--- src/rtl/cpu_bus_pkg.sv ---
// ----------------------------------------------------------------------------
// cpu_bus_pkg
// Shared types and constants for the CPU-to-Wishbone bus master.
//   bus_state_t      : master FSM states (IDLE, BUS, DONE)
//   BUS_ERR_NONE     : access completed normally
//   BUS_ERR_BUS      : slave signalled wb_err_i
//   BUS_ERR_TIMEOUT  : watchdog expired (only with BUS_TIMEOUT_EN)
// ----------------------------------------------------------------------------
package cpu_bus_pkg;

    typedef enum logic [1:0] {
        IDLE = 2'd0,
        BUS  = 2'd1,
        DONE = 2'd2
    } bus_state_t;

    localparam logic [1:0] BUS_ERR_NONE    = 2'b00;
    localparam logic [1:0] BUS_ERR_BUS     = 2'b01;
    localparam logic [1:0] BUS_ERR_TIMEOUT = 2'b10;

endpackage

--- src/rtl/cpu_bus_master_if.sv ---
// ----------------------------------------------------------------------------
// cpu_bus_master_if
// Bundles the CPU-side request/response signals and the Wishbone master
// signals of cpu_bus_master.
//   Parameters : DATA_W (multiple of 8), ADDR_W
//   modport master : the bus master itself (drives cpu_rdata/ready/err and
//                    the wb_*_o signals, receives cpu request and wb_*_i)
//   modport slave  : the environment (CPU core + Wishbone slave side)
// ----------------------------------------------------------------------------
interface cpu_bus_master_if #(
    parameter int DATA_W = 32,
    parameter int ADDR_W = 32
);
    localparam int SEL_W = DATA_W / 8;

    // CPU side
    logic              cpu_req;
    logic              cpu_we;
    logic [ADDR_W-1:0] cpu_addr;
    logic [DATA_W-1:0] cpu_wdata;
    logic [SEL_W-1:0]  cpu_be;
    logic [DATA_W-1:0] cpu_rdata;
    logic              cpu_ready;
    logic              cpu_err;
    logic [1:0]        cpu_err_code;

    // Wishbone side
    logic              wb_cyc_o;
    logic              wb_stb_o;
    logic              wb_we_o;
    logic [ADDR_W-1:0] wb_adr_o;
    logic [SEL_W-1:0]  wb_sel_o;
    logic [DATA_W-1:0] wb_dat_o;
    logic [DATA_W-1:0] wb_dat_i;
    logic              wb_ack_i;
    logic              wb_err_i;

    modport master (
        input  cpu_req, cpu_we, cpu_addr, cpu_wdata, cpu_be,
        output cpu_rdata, cpu_ready, cpu_err, cpu_err_code,
        output wb_cyc_o, wb_stb_o, wb_we_o, wb_adr_o, wb_sel_o, wb_dat_o,
        input  wb_dat_i, wb_ack_i, wb_err_i
    );

    modport slave (
        output cpu_req, cpu_we, cpu_addr, cpu_wdata, cpu_be,
        input  cpu_rdata, cpu_ready, cpu_err, cpu_err_code,
        input  wb_cyc_o, wb_stb_o, wb_we_o, wb_adr_o, wb_sel_o, wb_dat_o,
        output wb_dat_i, wb_ack_i, wb_err_i
    );

endinterface

--- src/rtl/cpu_bus_master_timeout_cnt.sv ---
// ----------------------------------------------------------------------------
// bus_timeout_cnt
// Saturating wait-cycle counter used as the bus watchdog.
//   clk   : clock, rising edge
//   reset : synchronous, active-low
//   clr   : force the count to zero (has priority over en)
//   en    : count one wait cycle; the count saturates at all-ones
//   hit   : count equals LIMIT
// ----------------------------------------------------------------------------
module bus_timeout_cnt #(
    parameter int unsigned LIMIT = 255
) (
    input  logic clk,
    input  logic reset,
    input  logic clr,
    input  logic en,
    output logic hit
);
    localparam int          CNT_W   = $clog2(LIMIT + 1);
    localparam logic [CNT_W-1:0] LIMIT_V = CNT_W'(LIMIT);
    localparam logic [CNT_W-1:0] CNT_MAX = '1;

    logic [CNT_W-1:0] cnt_q;
    logic [CNT_W-1:0] cnt_d;

    always_comb begin
        cnt_d = cnt_q;
        if (clr) begin
            cnt_d = '0;
        end else if (en && (cnt_q != CNT_MAX)) begin
            cnt_d = cnt_q + 1'b1;
        end
    end

    always_ff @(posedge clk) begin
        if (!reset) begin
            cnt_q <= '0;
        end else begin
            cnt_q <= cnt_d;
        end
    end

    assign hit = (cnt_q == LIMIT_V);

endmodule

--- src/rtl/cpu_bus_master.sv ---
// ----------------------------------------------------------------------------
// cpu_bus_master
// Bus-interface unit between the multi-cycle CPU core and a Wishbone bus.
// Accepts one CPU request at a time, runs a single classic Wishbone cycle,
// and returns registered read data with a one-cycle cpu_ready pulse. Failed
// accesses raise cpu_err with cpu_err_code (01 bus error, 10 timeout), and
// the code is held until the next completion.
//
// Ports:
//   clk   : sole clock, rising edge
//   reset : synchronous, active-low reset
//   bus   : cpu_bus_master_if.master (CPU request/response + Wishbone master)
// Parameters:
//   DATA_W (multiple of 8), ADDR_W, TIMEOUT_CYC (1..65535)
// Configuration macro:
//   BUS_TIMEOUT_EN : when defined, a watchdog aborts the Wishbone cycle after
//                    TIMEOUT_CYC wait cycles with code 10. When undefined the
//                    master waits indefinitely for ack or err.
// ----------------------------------------------------------------------------
module cpu_bus_master
    import cpu_bus_pkg::*;
#(
    parameter int DATA_W      = 32,
    parameter int ADDR_W      = 32,
    parameter int TIMEOUT_CYC = 255
) (
    input  logic                clk,
    input  logic                reset,
    cpu_bus_master_if.master    bus
);
    localparam int SEL_W = DATA_W / 8;

    if ((DATA_W % 8) != 0) begin : g_bad_data_w
        $error("cpu_bus_master: DATA_W must be a multiple of 8");
    end
    if ((TIMEOUT_CYC < 1) || (TIMEOUT_CYC > 65535)) begin : g_bad_timeout
        $error("cpu_bus_master: TIMEOUT_CYC must be in 1..65535");
    end

    bus_state_t        state_q,        state_d;
    logic [DATA_W-1:0] cpu_rdata_q,    cpu_rdata_d;
    logic              cpu_ready_q,    cpu_ready_d;
    logic              cpu_err_q,      cpu_err_d;
    logic [1:0]        cpu_err_code_q, cpu_err_code_d;
    logic              wb_cyc_q,       wb_cyc_d;
    logic              wb_we_q,        wb_we_d;
    logic [ADDR_W-1:0] wb_adr_q,       wb_adr_d;
    logic [SEL_W-1:0]  wb_sel_q,       wb_sel_d;
    logic [DATA_W-1:0] wb_dat_q,       wb_dat_d;

    logic              timeout_hit;

`ifdef BUS_TIMEOUT_EN
    logic cnt_en;

    // Count only the cycles that neither acknowledge nor fail; the counter
    // sits at zero whenever no Wishbone cycle is in progress.
    assign cnt_en = (state_q == BUS) && !bus.wb_ack_i && !bus.wb_err_i;

    bus_timeout_cnt #(
        .LIMIT (TIMEOUT_CYC)
    ) u_timeout (
        .clk   (clk),
        .reset (reset),
        .clr   (state_q != BUS),
        .en    (cnt_en),
        .hit   (timeout_hit)
    );
`else
    assign timeout_hit = 1'b0;
`endif

    always_comb begin
        state_d        = state_q;
        cpu_rdata_d    = cpu_rdata_q;
        cpu_ready_d    = 1'b0;
        cpu_err_d      = 1'b0;
        cpu_err_code_d = cpu_err_code_q;
        wb_cyc_d       = wb_cyc_q;
        wb_we_d        = wb_we_q;
        wb_adr_d       = wb_adr_q;
        wb_sel_d       = wb_sel_q;
        wb_dat_d       = wb_dat_q;

        case (state_q)
            IDLE: begin
                if (bus.cpu_req) begin
                    // The Wishbone output registers double as the request
                    // capture registers, so the bus sees a stable request.
                    state_d  = BUS;
                    wb_cyc_d = 1'b1;
                    wb_we_d  = bus.cpu_we;
                    wb_adr_d = bus.cpu_addr;
                    wb_sel_d = bus.cpu_be;
                    wb_dat_d = bus.cpu_wdata;
                end
            end

            BUS: begin
                // Error outranks ack, and a response on the final wait cycle
                // outranks the watchdog.
                if (bus.wb_err_i) begin
                    state_d        = DONE;
                    wb_cyc_d       = 1'b0;
                    wb_we_d        = 1'b0;
                    cpu_ready_d    = 1'b1;
                    cpu_err_d      = 1'b1;
                    cpu_err_code_d = BUS_ERR_BUS;
                    cpu_rdata_d    = '0;
                end else if (bus.wb_ack_i) begin
                    state_d        = DONE;
                    wb_cyc_d       = 1'b0;
                    wb_we_d        = 1'b0;
                    cpu_ready_d    = 1'b1;
                    cpu_err_code_d = BUS_ERR_NONE;
                    if (!wb_we_q) begin
                        cpu_rdata_d = bus.wb_dat_i;
                    end
                end else if (timeout_hit) begin
                    state_d        = DONE;
                    wb_cyc_d       = 1'b0;
                    wb_we_d        = 1'b0;
                    cpu_ready_d    = 1'b1;
                    cpu_err_d      = 1'b1;
                    cpu_err_code_d = BUS_ERR_TIMEOUT;
                    cpu_rdata_d    = '0;
                end
            end

            DONE: begin
                // cpu_req is deliberately ignored here: a held request is
                // only picked up again once back in IDLE.
                state_d = IDLE;
            end

            default: begin
                state_d  = IDLE;
                wb_cyc_d = 1'b0;
                wb_we_d  = 1'b0;
            end
        endcase
    end

    always_ff @(posedge clk) begin
        if (!reset) begin
            state_q        <= IDLE;
            cpu_rdata_q    <= '0;
            cpu_ready_q    <= 1'b0;
            cpu_err_q      <= 1'b0;
            cpu_err_code_q <= BUS_ERR_NONE;
            wb_cyc_q       <= 1'b0;
            wb_we_q        <= 1'b0;
            wb_adr_q       <= '0;
            wb_sel_q       <= '0;
            wb_dat_q       <= '0;
        end else begin
            state_q        <= state_d;
            cpu_rdata_q    <= cpu_rdata_d;
            cpu_ready_q    <= cpu_ready_d;
            cpu_err_q      <= cpu_err_d;
            cpu_err_code_q <= cpu_err_code_d;
            wb_cyc_q       <= wb_cyc_d;
            wb_we_q        <= wb_we_d;
            wb_adr_q       <= wb_adr_d;
            wb_sel_q       <= wb_sel_d;
            wb_dat_q       <= wb_dat_d;
        end
    end

    assign bus.cpu_rdata    = cpu_rdata_q;
    assign bus.cpu_ready    = cpu_ready_q;
    assign bus.cpu_err      = cpu_err_q;
    assign bus.cpu_err_code = cpu_err_code_q;
    // Single-transfer cycles only, so strobe and cycle are the same flop.
    assign bus.wb_cyc_o     = wb_cyc_q;
    assign bus.wb_stb_o     = wb_cyc_q;
    assign bus.wb_we_o      = wb_we_q;
    assign bus.wb_adr_o     = wb_adr_q;
    assign bus.wb_sel_o     = wb_sel_q;
    assign bus.wb_dat_o     = wb_dat_q;

endmodule

--- src/flat_wrapper.sv ---
// flat-port wrapper written by rule: the top's interface ports become plain ports
module cpu_bus_master_flat import cpu_bus_pkg::*;
#(
    parameter int DATA_W      = 32,
    parameter int ADDR_W      = 32,
    parameter int TIMEOUT_CYC = 255
)
  (clk, reset, bus_cpu_req, bus_cpu_we, bus_cpu_addr, bus_cpu_wdata, bus_cpu_be, bus_cpu_rdata, bus_cpu_ready, bus_cpu_err, bus_cpu_err_code, bus_wb_cyc_o, bus_wb_stb_o, bus_wb_we_o, bus_wb_adr_o, bus_wb_sel_o, bus_wb_dat_o, bus_wb_dat_i, bus_wb_ack_i, bus_wb_err_i);
  cpu_bus_master_if #(.DATA_W(DATA_W), .ADDR_W(ADDR_W)) bus_i ();
  input  logic clk;
  input  logic reset;
  input wire logic [$bits(bus_i.cpu_req)-1:0] bus_cpu_req;
  input wire logic [$bits(bus_i.cpu_we)-1:0] bus_cpu_we;
  input wire logic [$bits(bus_i.cpu_addr)-1:0] bus_cpu_addr;
  input wire logic [$bits(bus_i.cpu_wdata)-1:0] bus_cpu_wdata;
  input wire logic [$bits(bus_i.cpu_be)-1:0] bus_cpu_be;
  output wire logic [$bits(bus_i.cpu_rdata)-1:0] bus_cpu_rdata;
  output wire logic [$bits(bus_i.cpu_ready)-1:0] bus_cpu_ready;
  output wire logic [$bits(bus_i.cpu_err)-1:0] bus_cpu_err;
  output wire logic [$bits(bus_i.cpu_err_code)-1:0] bus_cpu_err_code;
  output wire logic [$bits(bus_i.wb_cyc_o)-1:0] bus_wb_cyc_o;
  output wire logic [$bits(bus_i.wb_stb_o)-1:0] bus_wb_stb_o;
  output wire logic [$bits(bus_i.wb_we_o)-1:0] bus_wb_we_o;
  output wire logic [$bits(bus_i.wb_adr_o)-1:0] bus_wb_adr_o;
  output wire logic [$bits(bus_i.wb_sel_o)-1:0] bus_wb_sel_o;
  output wire logic [$bits(bus_i.wb_dat_o)-1:0] bus_wb_dat_o;
  input wire logic [$bits(bus_i.wb_dat_i)-1:0] bus_wb_dat_i;
  input wire logic [$bits(bus_i.wb_ack_i)-1:0] bus_wb_ack_i;
  input wire logic [$bits(bus_i.wb_err_i)-1:0] bus_wb_err_i;
  assign bus_i.cpu_req = bus_cpu_req;
  assign bus_i.cpu_we = bus_cpu_we;
  assign bus_i.cpu_addr = bus_cpu_addr;
  assign bus_i.cpu_wdata = bus_cpu_wdata;
  assign bus_i.cpu_be = bus_cpu_be;
  assign bus_cpu_rdata = bus_i.cpu_rdata;
  assign bus_cpu_ready = bus_i.cpu_ready;
  assign bus_cpu_err = bus_i.cpu_err;
  assign bus_cpu_err_code = bus_i.cpu_err_code;
  assign bus_wb_cyc_o = bus_i.wb_cyc_o;
  assign bus_wb_stb_o = bus_i.wb_stb_o;
  assign bus_wb_we_o = bus_i.wb_we_o;
  assign bus_wb_adr_o = bus_i.wb_adr_o;
  assign bus_wb_sel_o = bus_i.wb_sel_o;
  assign bus_wb_dat_o = bus_i.wb_dat_o;
  assign bus_i.wb_dat_i = bus_wb_dat_i;
  assign bus_i.wb_ack_i = bus_wb_ack_i;
  assign bus_i.wb_err_i = bus_wb_err_i;
  cpu_bus_master #(.DATA_W(DATA_W), .ADDR_W(ADDR_W), .TIMEOUT_CYC(TIMEOUT_CYC)) u_core (.clk(clk), .reset(reset), .bus(bus_i));
endmodule
--- config.mk ---
export PLATFORM = sky130hd
export DESIGN_NAME = cpu_bus_master_flat
export DESIGN_NICKNAME = d
export VERILOG_FILES = /design/src/rtl/cpu_bus_pkg.sv /design/src/rtl/cpu_bus_master_if.sv /design/src/rtl/cpu_bus_master_timeout_cnt.sv /design/src/rtl/cpu_bus_master.sv /design/src/flat_wrapper.sv
export SDC_FILE = /design/constraint.sdc
export NUM_CORES = 1
export LEC_CHECK = 0
export BUFFER_PORTS_ARGS = -buffer_cell sky130_fd_sc_hd__buf_2
export CAP_MARGIN = 20
export CORE_MARGIN = 2
export CORE_UTILIZATION = 48
export CTS_BUF_LIST = sky130_fd_sc_hd__clkbuf_8
export DETAILED_ROUTE_END_ITERATION = 16
export GPL_TIMING_DRIVEN = 0
export PLACE_DENSITY = 0.81
export SLEW_MARGIN = 10
export SYNTH_ARGS = -nofsm -noshare
export SYNTH_HDL_FRONTEND = slang
export SYNTH_SLANG_ARGS = --single-unit
export TNS_END_PERCENT = 10
--- constraint.sdc ---
create_clock -name clk -period 2.05 [get_ports clk]
set_clock_uncertainty 0.15 [all_clocks]
set_input_delay 0.5125 -clock clk [delete_from_list [all_inputs] [get_ports clk]]
set_output_delay 0.5125 -clock clk [all_outputs]
set_load 0.02 [all_outputs]
# After elaboration in Yosys (flattened, before gate mapping)
# Index checks and enable logic that the tools add are counted.
dict set report totals {
  regBits 108
  latchBits 0
  ram_bits 0
  rom_bits 0
  out_inout_bits 107
  wordCells 42
  mem_count 0
}
dict set report op_classes {
  addsub 0
  multipliers 0
  div_mod_pow 0
  magnitude_cmp 0
  n_eq_ne 5
  shift 0
  n_mux 18
  bitwise_logic 1
  n_reduce_logical 8
}
# op count
set op_table {}
lappend op_table {{32-bit 2-to-1 mux} 3}
lappend op_table {{2-bit 2-to-1 mux} 5}
lappend op_table {{2-bit AND reduction} 4}
lappend op_table {{1-bit 2-to-1 mux} 7}
lappend op_table {{1-bit one-hot mux with 3 select lines} 2}
lappend op_table {{3-bit AND reduction} 2}
lappend op_table {{2-bit inequality test (second input constant)} 2}
lappend op_table {{2-bit one-hot mux with 2 select lines} 1}
lappend op_table {{3-bit inequality test (second input constant)} 1}
lappend op_table {{2-bit by 1-bit equality test with 1-bit output (second input constant)} 1}
lappend op_table {{2-bit equality test (second input constant)} 1}
lappend op_table {{2-bit zero test} 1}
lappend op_table {{2-bit nonzero test} 1}
lappend op_table {{1-bit NOT} 1}

# Logic depth before layout (Yosys ltp)
# Gate-level depths: netlist (run 1).
dict set report depth {
  word_depth 3
  depth_mapped 6
  ltp_nobuf 3
}

# Worst setup path before layout (run 1)
# No wires, ideal clock.
dict set report synth_path {
  kind {input port to flip-flop}
  startpoint {input port bus_wb_ack_i}
  endpoint {register u_core.cpu_rdata_q[17], in the netlist u_core.bus.cpu_rdata[17]}
  setup_time_ns 0.120
  arrival_time_ns 1.341
  slack_ns 0.440
  cell_stages 5
  n_path_buf 2
  cell_sequence {nand2b_1 -> buf_2 -> clkbuf_1 -> nor4_1 -> o31a_1}
}
dict set report synth_via {
  elab_chain_len 2
}
# element line
set synth_lines {}
lappend synth_lines {{from (decl)} flat_wrapper.sv:28} ;# input wire logic [$bits(bus_i.wb_ack_i)-1:0] bus_wb_ack_i;
lappend synth_lines {{2-bit nonzero test (no line)} -}
lappend synth_lines {{3-bit AND reduction (no line)} -}
lappend synth_lines {{to (signal assigned)} cpu_bus_master.sv:158} ;# cpu_rdata_q <= cpu_rdata_d;
lappend synth_lines {{to (decl)} cpu_bus_master.sv:41} ;# logic [DATA_W-1:0] cpu_rdata_q, cpu_rdata_d;
# No other way between the ends.
# A chain may end at the register's enable or synchronous reset.

# Final worst setup path (run 1)
dict set report layout_path {
  startpoint {register u_core.wb_we_q, in the netlist u_core.bus.wb_we_o}
  endpoint {register u_core.cpu_rdata_q[15], in the netlist u_core.bus.cpu_rdata[15]}
}
dict set report layout_via {
  elab_chain_len 2
}
# element line
set layout_lines {}
lappend layout_lines {{from (decl)} cpu_bus_master.sv:46} ;# logic wb_we_q, wb_we_d;
lappend layout_lines {{from (signal assigned)} cpu_bus_master.sv:163} ;# wb_we_q <= wb_we_d;
lappend layout_lines {{2-bit inequality test (no line)} -}
lappend layout_lines {{3-bit AND reduction (no line)} -}
# No other way between the ends.

==> run summary, run 1 <==
Status -> completed
Sink Count -> 107
Final GP Congestion -> 0.824
Number of gates resized after CTS -> 0
# IOs -> 213
Total congestion overflow -> 0
Total Neg Setup Slack -> 0 ps
Post-detail-place hpwl -> 9730 um
Register bit total from synthesis -> 107
Final non-filler cell total -> 898
Core Area -> 0.00928 mm2
Post-synthesis sequential area ratio -> 0.464
Die width -> 102 um
Post-CTS Setup Inserts -> 0
Slowest-stage cell, CP -> clkbuf_1
Net Sw Frac -> 0.303
CTS Buf Count -> 9
Number of synthesized flops with an enable pin -> 0
First-pass GRT wire length -> 19800 um
Ant. Diodes -> 0
Layout fillers -> 839
Pwr Density -> 701 mW/mm2
Final Slew Violations -> 0
P&R area growth vs syn -> 30.0%
Final WL -> 12800 um
Synth warn -> 0
Via count -> 4474
Required @ worst endpoint -> 2150 ps
Cells after Synth -> 544
Hold Crit Class -> in -> reg
Pleak -> 3.02 nW
DRC Markers -> 0
Die height -> 102 um
Pint -> 2.93 mW
H-tree Lvls -> 3
Slew @ Worst Pin -> 563 ps
Clock insertion delay at the later pin of the skew report -> 350 ps
Final setup violation count -> 0
Startpoint Class -> flip-flop
Root buf cell -> clkbuf_8
Arr. time, crit path -> 1840 ps
Hold Fails Final Rpt -> 0
Share of power burned in registers -> 0.534
WL/cell -> 14.2 um
Total die area -> 0.0104 mm2
Worst Hold Slack -> 228 ps
Seq. cell area -> 0.00214 mm2
Clock Power Share -> 0.284
Slew margin rel. -> 0.623
Layout cells sized above 1 -> 0.325
VDD IR max -> 0.396 mV
Final Cycle Share -> 0.846
CTS clk-pin slew, worst paths -> 110 ps
CP max stage delay -> 400 ps
Synth Net Count -> 650
Rows -> 35
Hold_buf cts -> 0
NetSw -> 1.27 mW
Max-Cap Viols -> 0
Placed Cells -> 882
Vias per cell -> 4.98
Initial antenna violation count -> 0
Critical Path Sink Type -> flip-flop
Achievable Freq -> 0.577 GHz
CTS tree -> done
Tot GR Track Use -> 0.236
Ys flop type -> dfxtp_1
Avg Inst Size Synth -> 8.49 um2
Crit Path Class -> reg -> reg
Drt first pass iters -> 4
ANT nets after route -> 0
Vias in the first global route -> 4297
RSZ-0062 raised after global routing -> no
Worst Path Max Fanout -> 10
Starting density of the core -> 0.498
Netlist cell types -> 28
Tmin final -> 1730 ps
IO Port Bufs -> 209
Nets -> 870
Pin count of the biggest net entering global routing -> 19
Max Buffers Root-to-Sink -> 2
Comb pwr share -> 0.182
Post-synth ARST share -> 0
Critical path cell sequence -> nand2b_1 -> buf_2 -> clkbuf_1 -> nor4_1 -> o31a_1
Mapped Area -> 0.00462 mm2
Initial DRC Count -> 110
Area of the multi-input gates -> 0.00211 mm2
-- logic make-up (layout without fill, tap and decap cells) --
family                 after synthesis  count (layout)  share of synthesized area
muxes                                1               1                    0.00217
and+or+nand+nor                    248             248                      0.278
other                                1               1                   0.000812
buffers and inverters               83             308                     0.0785
DFF                                107             107                      0.464
AOI/OAI and AO/OA                  104             104                      0.177
-- cell usage after synthesis (2+ instances only) --
library cell,instances,area (um2)
buf_2,20,100
inv_1,33,124
and2_0,19,119
and3b_1,32,280
nand2_1,139,522
dfxtp_1,107,2140
nand2b_1,2,12.5
buf_6,2,22.5
nor4_1,32,200
o31a_1,32,280
nor2_1,3,11.3
a21boi_0,48,360
buf_4,3,22.5
and2_1,13,81.3
clkbuf_1,25,93.8
a21boi_1,21,158
nor2b_1,2,12.5
-- per-layer routing --
| metal | global-route usage | share of wire |
|---|---|---|
| met1 | 0.274 | 0.41 |
| met2 | 0.423 | 0.48 |
| met3 | 0.0527 | 0.080 |
| met4 | 0.0933 | 0.027 |
| met5 | 0 | 0 |
-- worst paths after layout --
kind / start / endpoint / slack [ps] / depth (start not counted)
min reg2reg: u_core.bus.wb_adr_o[6]$_SDFFE_PN0P_ / u_core.bus.wb_adr_o[6]$_SDFFE_PN0P_ / 310 / 2
min: bus_cpu_addr[17] / u_core.bus.wb_adr_o[17]$_SDFFE_PN0P_ / 230 / 3
max reg2reg: u_core.bus.wb_we_o$_SDFFE_PN0P_ / u_core.bus.cpu_rdata[15]$_SDFFE_PN0P_ / 320 / 5
max: u_core.bus.wb_we_o$_SDFFE_PN0P_ / u_core.bus.cpu_rdata[15]$_SDFFE_PN0P_ / 320 / 5
-- registers in the layout (all words and copies together), names as in the netlist --
name,count
u_core.bus.wb_we_o,1
u_core.bus.cpu_rdata,32
u_core.bus.cpu_err_code,1
u_core.bus.wb_dat_o,32
u_core.bus.cpu_ready,1
u_core.bus.wb_sel_o,4
u_core.bus.wb_cyc_o,1
u_core.state_q,2
u_core.bus.wb_adr_o,32
u_core.bus.cpu_err,1
-- area by class of cell --
class,instances,share of cell area
clock inverters,7,0.00875
clock buffers,9,0.0206
plain buffers,50,0.0398
inverters,33,0.0206
repair buffers,209,0.174
multi-input cells,354,0.352
flip-flops and latches,107,0.357
well taps,129,0.0269
-- critical path, delay by kind of cell (launching register included) --
kind | cells | cell delay, ps
simple gates | 2 | 210
buf+inv | 2 | 610
compound gates | 1 | 310
flops | 1 | 350
-- power by group through the flow --
| stage | combinational, mW | sequential, mW | clock [mW] |
|---|---|---|---|
| after global placement | 0.745 | 2.29 | 0 |
| after CTS | 0.767 | 2.25 | 1.22 |
| after floorplan | 0.325 | 2.42 | 0 |
| after global routing | 0.840 | 2.26 | 1.30 |
| after detailed placement | 0.765 | 2.29 | 0 |
| final | 0.764 | 2.25 | 1.20 |
-- through the flow --
step            util  instance area [um2]  power (mW)  setup WS (ps)
2_1_floorplan      -                 4620        2.74            440
3_3_place_gp   0.628                 5830        3.03           85.3
3_5_place_dp   0.628                 5830        3.06           39.3
4_1_cts        0.647                 6000        4.24            265
5_1_grt        0.647                 6000        4.40            112
6_report       0.647                 6000        4.21            316
-- placed cells by master (no fill, tap or decap), types with 2 or more instances in the layout --
cell type     n
a21boi_0     48
a21boi_1     21
and2_0       19
and2_1       13
and3b_1      32
buf_2       229
buf_4         3
buf_6         2
clkbuf_1     25
clkbuf_8      9
clkinvlp_4    2
dfxtp_1     107
inv_1        34
nand2_1     139
nand2b_1      2
nor2_1        3
nor2b_1       2
nor4_1       32
o31a_1       32
Note: power is estimated with default switching activity, not from simulation.
==> run 2, diff against run 1 <==
--- a/config.mk
+++ b/config.mk
@@ -5,10 +5,11 @@
 export SDC_FILE = /design/constraint.sdc
 export NUM_CORES = 1
 export LEC_CHECK = 0
+export ABC_AREA = 1
 export BUFFER_PORTS_ARGS = -buffer_cell sky130_fd_sc_hd__buf_2
 export CAP_MARGIN = 20
 export CORE_MARGIN = 2
-export CORE_UTILIZATION = 48
+export CORE_UTILIZATION = 47
 export CTS_BUF_LIST = sky130_fd_sc_hd__clkbuf_8
 export DETAILED_ROUTE_END_ITERATION = 16
 export GPL_TIMING_DRIVEN = 0
==> constraint.sdc (replaced) <==
create_clock -name clk -period 1.65 [get_ports clk]
set_clock_uncertainty 0.15 [all_clocks]
set_input_delay 0.4125 -clock clk [delete_from_list [all_inputs] [get_ports clk]]
set_output_delay 0.4125 -clock clk [all_outputs]
set_load 0.02 [all_outputs]
==> run summary, run 2 <==
Root buf cell -> clkbuf_8
Final WL -> 11600 um (-9.1%)
WL/cell -> 12.4 um (-13%)
Layout fillers -> 769 (-8.3%)
Seq. cell area -> 0.00214 mm2 (unchanged)
Clock insertion delay at the later pin of the skew report -> 350 ps (about the same)
CTS clk-pin slew, worst paths -> 110 ps (about the same)
Post-detail-place hpwl -> 8750 um (-10%)
Sink Count -> 107 (unchanged)
Via count -> 4397 (-1.7%)
ANT nets after route -> 0 (unchanged)
DRC Markers -> 0 (unchanged)
Starting density of the core -> 0.484 (-0.0139)
Die width -> 98.7 um (-3.3%)
DP Area -> 0.00540 mm2 (-7.3%)
Initial antenna violation count -> 0 (unchanged)
Post-synthesis sequential area ratio -> 0.508 (+0.0442)
Die height -> 98.7 um (-3.3%)
P&R area growth vs syn -> 32.4%
Crit Path Class -> reg -> out
Top cells by area, synth -> dfxtp_1 (51%), nor2_1 (16%), nand2_1 (9.2%)
CTS tree -> done
H-tree Lvls -> 3 (unchanged)
Pre-CTS WS -> -33.7 ps (-72.9 ps)
Netlist cell types -> 21 (-25%)
VDD IR max -> 0.652 mV (+65%)
Setup WS post-layout -> 101 ps (-216 ps)
# IOs -> 213 (unchanged)
Achievable Freq -> 0.645 GHz
Pin count of the biggest net entering global routing -> 18 (-1)
Arr. time, crit path -> 990 ps (-850 ps)
Tot GR Track Use -> 0.236 (-0.000304)
Synth top cells by count -> nor2_1 (178), dfxtp_1 (107), nand2_1 (103)
Finished Cell Area -> 0.00558 mm2 (-7.0%)
Post-synth ARST share -> 0 (unchanged)
Max Buffers Root-to-Sink -> 2 (unchanged)
Vias per cell -> 4.69 (-5.8%)
Layout cells sized above 1 -> 0.302 (-0.0235)
Post-CTS Setup Inserts -> 0 (unchanged)
Vias in the first global route -> 4141 (-3.6%)
Initial DRC Count -> 147 (+34%)
First-pass GRT wire length -> 19000 um (-4.1%)
Synth warn -> 0 (unchanged)
Avg Inst Size Synth -> 6.99 um2 (-18%)
Final Slew Violations -> 0 (unchanged)
Worst Path Max Fanout -> 3 (-7)
Drt first pass iters -> 4 (unchanged)
Startpoint Class -> flip-flop
Pleak -> 3.09 nW (+2.2%)
Mapped Area -> 0.00422 mm2 (-8.7%)
Tmin final -> 1550 ps
IO Port Bufs -> 210 (+0.48%)
Critical Path Sink Type -> primary output
Nets -> 930 (+6.9%)
Most frequent cells in the layout -> buf_2 (217), nor2_1 (178), dfxtp_1 (107), nand2_1 (103), inv_1 (68)
Required @ worst endpoint -> 1090 ps (-1060 ps)
Total die area -> 0.00975 mm2 (-6.5%)
Synth Net Count -> 709 (+9.1%)
Area of the multi-input gates -> 0.00161 mm2 (-24%)
Ant. Diodes -> 0 (unchanged)
Leading cell type in the layout, fill and taps excluded -> buf_2
Post-synth top area cell -> dfxtp_1
Core Area -> 0.00872 mm2 (-6.1%)
Pwr Density -> 1000 mW/mm2 (+43%)
Final GP Congestion -> 0.861 (+4.6%)
Synth top area share -> 0.508 (+0.0442)
RSZ-0062 raised after global routing -> yes
Max-Cap Viols -> 0 (unchanged)
Number of synthesized flops with an enable pin -> 0 (unchanged)
Hold Crit Class -> in -> reg
Hold Fails Final Rpt -> 0 (unchanged)
Ys flop type -> dfxtp_1
Final setup violation count -> 0 (unchanged)
Top-count cell post-synth -> nor2_1
Register bit total from synthesis -> 107 (unchanged)
Final Cycle Share -> 0.939
Total congestion overflow -> 0 (unchanged)
Cells after Synth -> 603 (+11%)
CTS Buf Count -> 9 (unchanged)
Rows -> 34 (-2.9%)
Status -> completed
run 2: cell count changes after synthesis, moves of 28 or more:
cell      delta
a21boi_0    -48
and3b_1     -32
inv_1       +34
nand2_1     -36
nand3_1     +28
nor2_1     +175
nor4_1      -32
o21ai_0     +58
o31a_1      -32
run 2: layout make-up:
cell class                      count  share of cell area
Tap cell                          108              0.0242
Multi-Input combinational cell    388               0.289
Sequential cell                   107               0.384
Buffer                             39              0.0372
Clock inverter                      6             0.00695
Clock buffer                       10              0.0247
Inverter                           69              0.0464
Timing Repair Buffer              210               0.188
run 2: stage by stage:
step,utilization,power (mW),std cells,hold WS [ps],TNS [ps]
floorplan,-,3.70,603,370,0
global placement,0.620,4.14,921,293,-67.1
detailed placement,0.620,4.17,921,310,-182
CTS,0.640,5.65,937,103,0
global route,0.640,5.89,937,104,-143
finish,0.640,5.60,937,124,0
run 2: logic make-up after synthesis:
kind of cell           share of synthesized area
buffers and inverters                      0.110
AO/OA/AOI/OAI                             0.0857
flip-flops                                 0.508
AND/OR/NAND/NOR                            0.295
other                                   0.000889
run 2: critical path, stage by stage (launching register included):
cell	delay [ps]
dfxtp_1	370
buf_4	110
buf_2	150
run 2: metal layers:
layer  global-route usage  share of wire  up-vias
li1                     -              -     2252
met1                0.287           0.42     1957
met2                0.400           0.48      180
met3               0.0780          0.092        8
met4               0.0717         0.0078        0
met5                    0              0        -
run 2: repair_timing:
| action | CTS | global route |
|---|---|---|
| hold buffers | 0 | 0 |
| resized for setup | 0 | 4 |
| endpoints found under the hold margin | 0 | 0 |
| endpoints found under the setup margin | 0 | 17 |
run 2: worst paths after layout:
path	start	endpoint	slack (ps)	cells past startpoint
hold reg to reg	u_core.bus.cpu_err_code[0]$_SDFFE_PN0P_	u_core.bus.cpu_err_code[0]$_SDFFE_PN0P_	330	2
setup / recovery	u_core.bus.wb_cyc_o$_SDFFE_PN0P_	bus_wb_stb_o	100	2
hold / removal	bus_cpu_wdata[2]	u_core.bus.wb_dat_o[2]$_SDFFE_PN0P_	120	3
setup reg to reg	u_core.state_q[1]$_SDFFE_PN0P_	u_core.bus.wb_dat_o[28]$_SDFFE_PN0P_	120	7
run 2: power breakdown:
group / internal (mW) / total, mW / switching, mW / leakage (nW)
combinational: 0.436 / 1.22 / 0.779 / 2.11
clock: 0.593 / 1.48 / 0.890 / 0.0943
sequential: 2.80 / 2.90 / 0.108 / 0.883
